[src/rtl/regfile_wb_arbiter.sv]
// Write-back arbiter for the 8x8 register file: two one-entry request buffers (ALU, MEM)
// share the single registered write port, oldest request first, with a pending-register mask.
module regfile_wb_arbiter #(
   parameter int DATA_W = 8,
   parameter int ADDR_W = 3
) (
   input  logic                 CLK,
   input  logic                 RESET,
   input  logic                 ALU_VALID,
   input  logic [ADDR_W-1:0]    ALU_ADDR,
   input  logic [DATA_W-1:0]    ALU_DATA,
   output logic                 ALU_READY,
   input  logic                 MEM_VALID,
   input  logic [ADDR_W-1:0]    MEM_ADDR,
   input  logic [DATA_W-1:0]    MEM_DATA,
   output logic                 MEM_READY,
   output logic                 WRITE,
   output logic [ADDR_W-1:0]    INADDRESS,
   output logic [DATA_W-1:0]    IN,
   output logic                 ISSUED_SRC,
   output logic [2**ADDR_W-1:0] PENDING
);

   logic              r_alu_full;
   logic [ADDR_W-1:0] r_alu_addr;
   logic [DATA_W-1:0] r_alu_data;
   logic              r_mem_full;
   logic [ADDR_W-1:0] r_mem_addr;
   logic [DATA_W-1:0] r_mem_data;
   logic              r_alu_older;
   logic              r_mem_older;
   logic              r_tie_mem;
   logic              r_write;
   logic [ADDR_W-1:0] r_inaddr;
   logic [DATA_W-1:0] r_in;
   logic              r_src;

   logic w_grant_alu;
   logic w_grant_mem;
   logic w_tie;
   logic w_alu_load;
   logic w_mem_load;
   logic w_alu_stay;
   logic w_mem_stay;

   // Neither age flag set while both are full means both were loaded on the same edge.
   // NOTE: every always_comb output gets a default first so no path leaves it unassigned (no latch).
   always_comb begin
      w_grant_alu = 1'b0;
      w_grant_mem = 1'b0;
      w_tie       = 1'b0;
      if (r_alu_full && r_mem_full) begin
         if (r_alu_older) begin
            w_grant_alu = 1'b1;
         end else if (r_mem_older) begin
            w_grant_mem = 1'b1;
         end else begin
            w_tie       = 1'b1;
            w_grant_mem = r_tie_mem;
            w_grant_alu = ~r_tie_mem;
         end
      end else if (r_alu_full) begin
         w_grant_alu = 1'b1;
      end else if (r_mem_full) begin
         w_grant_mem = 1'b1;
      end
   end

   assign ALU_READY  = ~r_alu_full | w_grant_alu;
   assign MEM_READY  = ~r_mem_full | w_grant_mem;
   assign w_alu_load = ALU_VALID & ALU_READY;
   assign w_mem_load = MEM_VALID & MEM_READY;
   assign w_alu_stay = r_alu_full & ~w_grant_alu;
   assign w_mem_stay = r_mem_full & ~w_grant_mem;

   // NOTE: sequential state uses non-blocking assignments so every flop samples pre-edge values.
   always_ff @(posedge CLK) begin
      if (RESET) begin
         r_alu_full  <= 1'b0;
         r_mem_full  <= 1'b0;
         r_alu_older <= 1'b0;
         r_mem_older <= 1'b0;
         r_tie_mem   <= 1'b0;
         r_write     <= 1'b0;
         r_inaddr    <= '0;
         r_in        <= '0;
         r_src       <= 1'b0;
      end else begin
         r_alu_full  <= w_alu_load | w_alu_stay;
         r_mem_full  <= w_mem_load | w_mem_stay;
         // A surviving entry is older than anything loaded alongside it.
         r_alu_older <= w_alu_stay & (w_mem_load | (w_mem_stay & r_alu_older));
         r_mem_older <= w_mem_stay & (w_alu_load | (w_alu_stay & r_mem_older));
         if (w_tie) begin
            r_tie_mem <= ~r_tie_mem;
         end
         r_write <= w_grant_alu | w_grant_mem;
         if (w_grant_alu || w_grant_mem) begin
            r_inaddr <= w_grant_mem ? r_mem_addr : r_alu_addr;
            r_in     <= w_grant_mem ? r_mem_data : r_alu_data;
            r_src    <= w_grant_mem;
         end
      end
   end

   // NOTE: buffer payload is not reset; it is only observed while its full flag is set.
   always_ff @(posedge CLK) begin
      if (w_alu_load) begin
         r_alu_addr <= ALU_ADDR;
         r_alu_data <= ALU_DATA;
      end
      if (w_mem_load) begin
         r_mem_addr <= MEM_ADDR;
         r_mem_data <= MEM_DATA;
      end
   end

   assign WRITE      = r_write;
   assign INADDRESS  = r_inaddr;
   assign IN         = r_in;
   assign ISSUED_SRC = r_src;

   always_comb begin
      PENDING = '0;
      if (r_alu_full) PENDING[r_alu_addr] = 1'b1;
      if (r_mem_full) PENDING[r_mem_addr] = 1'b1;
      if (r_write)    PENDING[r_inaddr]   = 1'b1;
   end

endmodule

[config.mk]
export PLATFORM = sky130hd
export DESIGN_NAME = regfile_wb_arbiter
export DESIGN_NICKNAME = d
export VERILOG_FILES = /design/src/rtl/regfile_wb_arbiter.sv
export SDC_FILE = /design/constraint.sdc
export NUM_CORES = 1
export LEC_CHECK = 0
export CAP_MARGIN = 20
export CELL_PAD_IN_SITES_DETAIL_PLACEMENT = 1
export CELL_PAD_IN_SITES_GLOBAL_PLACEMENT = 1
export CORE_ASPECT_RATIO = 2
export CORE_UTILIZATION = 40
export DETAILED_ROUTE_END_ITERATION = 8
export GPL_TIMING_DRIVEN = 0
export PLACE_DENSITY = 0.85
export SYNTH_ARGS = -nofsm -noshare
export SYNTH_HDL_FRONTEND = slang
export SYNTH_SLANG_ARGS = --single-unit
export TNS_END_PERCENT = 50
[constraint.sdc]
create_clock -name CLK -period 4.2 [get_ports CLK]
set_input_delay 0.84 -clock CLK [delete_from_list [all_inputs] [get_ports CLK]]
set_output_delay 0.84 -clock CLK [all_outputs]
set_load 0.01 [all_outputs]
==> Word level (Yosys, flattened, before mapping) <==
Index checks and enable logic that the tools add are counted.
{ "totals": {"reg_bits": 40, "romBits": 0, "ram_bits": 0, "in_bits": 26, "elab_cells": 69, "n_memories": 0, "latchBits": 0} }
{ "classes": {"muxes": 23, "order_cmp": 6, "bitwise_logic": 22, "reduce_logical": 5, "n_eq_ne": 0, "n_shift": 0, "mul": 0, "div": 0, "add_sub_neg": 0} }
{ "ops": {"columns": ["cell", "n"], "rows": [
  ["8-bit 2-to-1 mux", 4],
  ["8-bit bitwise OR", 2],
  ["1-bit 2-to-1 mux", 15],
  ["3-bit by 4-bit < comparator with 1-bit output (second input constant)", 3],
  ["1-bit demux with 3-bit select", 3],
  ["3-bit by 1-bit >= comparator with 1-bit output (second input constant)", 3],
  ["1-bit bitwise AND", 8],
  ["1-bit bitwise OR", 7],
  ["1-bit inverter", 5],
  ["1-bit logical AND", 4],
  ["3-bit 2-to-1 mux", 1],
  ["1-bit logical OR", 1]
]} }

==> Longest topological paths before layout <==
{ "logic_depth": {"ltp_word": 9, "mapped_depth": 4, "depth_no_buf": 3} }

==> Least setup slack after synthesis <==
No wires, ideal clock.
{ "synth_path": {"kind": "input -> register", "from": "in ALU_VALID", "to": "reg r_alu_addr[0] (enable)", "t_arrival_ns": 1.510, "slack_ns": 2.304, "cell_stages": 2, "required_time_ns": 3.814, "path_cell_list": "inv_1 > a31oi_1"} }
{ "synth_between": {"elab_chain_cells": 1} }
{ "synth_lines": {"columns": ["element", "line_no", "rtl"], "rows": [
  ["from (decl)", "9", "input logic ALU_VALID,"],
  ["1-bit bitwise AND", "71", "assign w_alu_load = ALU_VALID & ALU_READY;"],
  ["via w_alu_load", "41", "logic w_alu_load;"],
  ["to (signal assigned)", "109", "r_alu_addr <= ALU_ADDR;"],
  ["to (decl)", "25", "logic [ADDR_W-1:0] r_alu_addr;"]
]} }
The timed path passes the listed nets, and every way through them passes these cells.
A chain may end at the register's enable or synchronous reset.

==> Worst setup path in the final report <==
{ "layout_path": {"from": "reg r_alu_full", "to": "out PENDING[4]"} }
{ "layout_between": {"elab_chain_cells": 5} }
{ "layout_lines": {"columns": ["element", "line_no", "rtl"], "rows": [
  ["from (decl)", "24", "logic r_alu_full;"],
  ["from (signal assigned)", "89", "r_alu_full <= w_alu_load | w_alu_stay;"],
  ["8-bit 2-to-1 mux (*)", "125", "if (r_alu_full) PENDING[r_alu_addr] = 1'b1;"],
  ["8-bit bitwise OR (no line)", null, null],
  ["8-bit 2-to-1 mux (*)", "126", "if (r_mem_full) PENDING[r_mem_addr] = 1'b1;"],
  ["8-bit bitwise OR (no line)", null, null],
  ["8-bit 2-to-1 mux (*)", "127", "if (r_write) PENDING[r_inaddr] = 1'b1;"],
  ["to (decl)", "21", "output logic [2**ADDR_W-1:0] PENDING"]
]} }
Every way passes the cells marked *; elsewhere a longest branch is shown, timed or not.

==> out/results.txt <==
Status: finished, final reports clean
Main combinational cell family by area after synthesis: simple AND/OR/NAND/NOR gates
Residual DRC: 0
GP Congestion: 0.7964
Synthesized area per cell: 11.15 sq um
Hold_buf cts: 0
Area share of the largest cell type after synthesis: 0.3406
H-tree depth: 2
Worst setup SP type: register
Cell taking the most area after synthesis: edfxtp_1
Via density: 5.587
CP Class: reg2out
Syn Nets: 200
Pins Over Slew Limit: 0
Fmax: 350.9 MHz
Worst path required time: 3.36 ns
VDD IR max: 0.3245 mV
Worst hold path class: reg2reg
Placeable Area: 0.004642 sq mm
Synth warn: 0
Crit-path max cell delay: 0.58 ns
Hold Crit Endpoint: ISSUED_SRC
Initial DRC count: 25
Final Hold Slack: 0.5398 ns
DP Area: 0.002497 sq mm
Asr flop ratio synth: 0
Adder-Cell Fraction of Synth Area: 0
Die area: 0.005148 sq mm
CP top delay family: buffers and inverters
Mapped Cells: 174
CP max stage cell: clkdlybuf4s50_1
FF+latch count, synth: 40
CP bufs+invs: 1
Unique cell type count in the Yosys netlist: 35
Final Power: 851.0 uW
CTS max path bufs: 2
Die Width: 51.24 um
Boundary Pins: 49
Top FF cell, synth: edfxtp_1
Antenna-violating nets left: 0
Gr usage total: 0.2159
Die height: 100.5 um
Pin count of the biggest net entering global routing: 13
Crit path max fanout: 7
First drt pass iteration count: 4
Antenna violations before repair: 0
Reg2reg path depth: 4
WL per Instance: 17.23 um
Num Clock Sinks: 40
Worst-skew pair later-pin latency: 0.29 ns
WP data arrival: 2.01 ns
Hold path start: ISSUED_SRC
Leakage: 0.8904 nW
CTS Buf Count: 5
R2r setup slk: 2.26 ns
Crit path cell chain: nor2b_1 > a22oi_1 > o31ai_1 > clkdlybuf4s50_1
# rows: 35
Compound-Gate Fraction of Synth Area: 0.1535
PwrDens: 330.0 mW/mm^2
Worst-margin pin slew: 0.7691 ns
N_diodes: 0
DR WL met2: 2915 um
Synth cell count leaders: edfxtp_1 (22), dfxtp_1 (18), nor2b_1 (16)
Finish-stage setup viols: 0
GRT Residual Overflow: 0
Most area-consuming cells after synthesis: edfxtp_1 (34%), dfxtp_1 (19%), nor2b_1 (5.2%)
Post-synthesis mux area share: 0
Seq/Total Area, Yosys: 0.5265
CTS tree: done
EDFF count, synth: 22
Layout area overhead: 32.97%
Routed wl met3: 131 um
Port Buffers: 47
Setup bufs post-CTS: 0
Clock Pin Slew Worst Setup and Hold Paths: 0.07 ns
Post_cts resized: 0
Post-Synth Simple-Gate Area: 0.2645
Top sig layer: met4
Final hold violations: 0
CP endpoint kind: output port
Met1 Wirelength: 1811 um
Cell area after layout: 0.002579 sq mm
Setup tns final: 0 ns
MaxCap Viol Count: 0
Final period demand of the worst path: 2.850 ns
Clock Skews: 0.004247 ns
WL final: 4927 um
First-pass GRT wire length: 8017 um
Relative slew slack: 0.4849
Post-DP HPWL: 3729 um
Final worst path period share: 0.6786
Layout cells sized above 1: 0.1861
Root buf cell: clkbuf_8
Via count: 1598
Worst Hold Path Cells: 2
Vias in the first global route: 1646
Synth Area in XOR/XNOR: 0.004516
Most frequent cell after synthesis: edfxtp_1
Starting Density: 0.4178
Final #Nets: 256
Critical R2R Launch: r_mem_full
Post-synthesis cell area: 0.001939 sq mm
RSZ-0062 raised after global routing: no
Worst r2r dst: r_mem_data[5]
[worst max path at each step]
stage | startpoint | end | slack, ns | cells after the start
final | r_alu_full | PENDING[4] | 1.35 | 4
after global routing | r_alu_full | PENDING[4] | 1.26 | 4
after CTS | r_alu_full | PENDING[4] | 1.35 | 4
after detailed placement | r_alu_full | PENDING[4] | 1.69 | 4
after global placement | MEM_VALID | r_mem_data[2] | 1.33 | 3
after floorplan | ALU_VALID | r_alu_addr[0] | 2.30 | 2
[final cells by class]
type / instances / area (sq um)
Fill cell: 519 / 2063
Sequential cell: 40 / 1021
Multi-Input combinational cell: 119 / 819.5
Timing Repair Buffer: 49 / 489.2
Buffer: 12 / 87.58
Clock buffer: 7 / 76.32
Tap cell: 55 / 68.82
Inverter: 3 / 11.26
Clock inverter: 1 / 5.005
[cell usage in the layout, fill, tap and decap left out, types with 2 or more instances in the layout]
cell type and n:
a211oi_1 9, a21o_1 2, a21oi_1 3, a21oi_2 8
a22oi_1 3, a31oi_1 4, buf_2 4, buf_4 6
buf_6 3, clkbuf_1 2, clkbuf_8 5, clkdlybuf4s50_1 47
dfxtp_1 18, edfxtp_1 22, inv_1 3, nand2_1 10
nand2b_1 6, nand3_1 14, nand4_1 3, nor2_1 7
nor2b_1 16, nor3_1 10, nor4_2 8, o211ai_1 2
or2b_1 2
[registers in the layout, summed over array words and instances (netlist names), 3 cells and up]
register,flops
IN,8
INADDRESS,3
r_alu_addr,3
r_alu_data,8
r_mem_addr,3
r_mem_data,8
[cells by family (layout without fill, tap and decap cells)]
kind of cell / count (synthesis) / in the layout
and+or+nand+nor: 81 / 81
DFF: 40 / 40
AOI/OAI and AO/OA: 37 / 37
buffers and inverters: 15 / 72
xor gates and xnor gates: 1 / 1
[power by group]
part / internal [mW] / leakage (nW) / switching, mW / total (mW)
clock network: 0.117 / 0.0422 / 0.126 / 0.242
logic: 0.0784 / 0.485 / 0.0715 / 0.150
registers: 0.439 / 0.363 / 0.0196 / 0.459
[per-stage QoR]
step                        util  worst slack (ns)  std cells
after floorplan                -             2.304        174
after global placement    0.5340             1.333        276
after detailed placement  0.5380             1.685        278
after CTS                 0.5555             1.349        286
after global routing      0.5555             1.263        286
final                     0.5555             1.350        286
[per-layer routing]
metal,track usage,vias to the layer above
met5,0,-
met4,0.09148,0
met3,0.03318,5
met2,0.4119,38
met1,0.2223,799
li1,-,756
[worst min-delay path: cells and delay by family, from the launching register on]
kind               cells  cell delay (ns)
AOI/OAI and AO/OA      2             0.19
DFF                    1             0.31
Note: power is estimated with default switching activity, not from simulation.
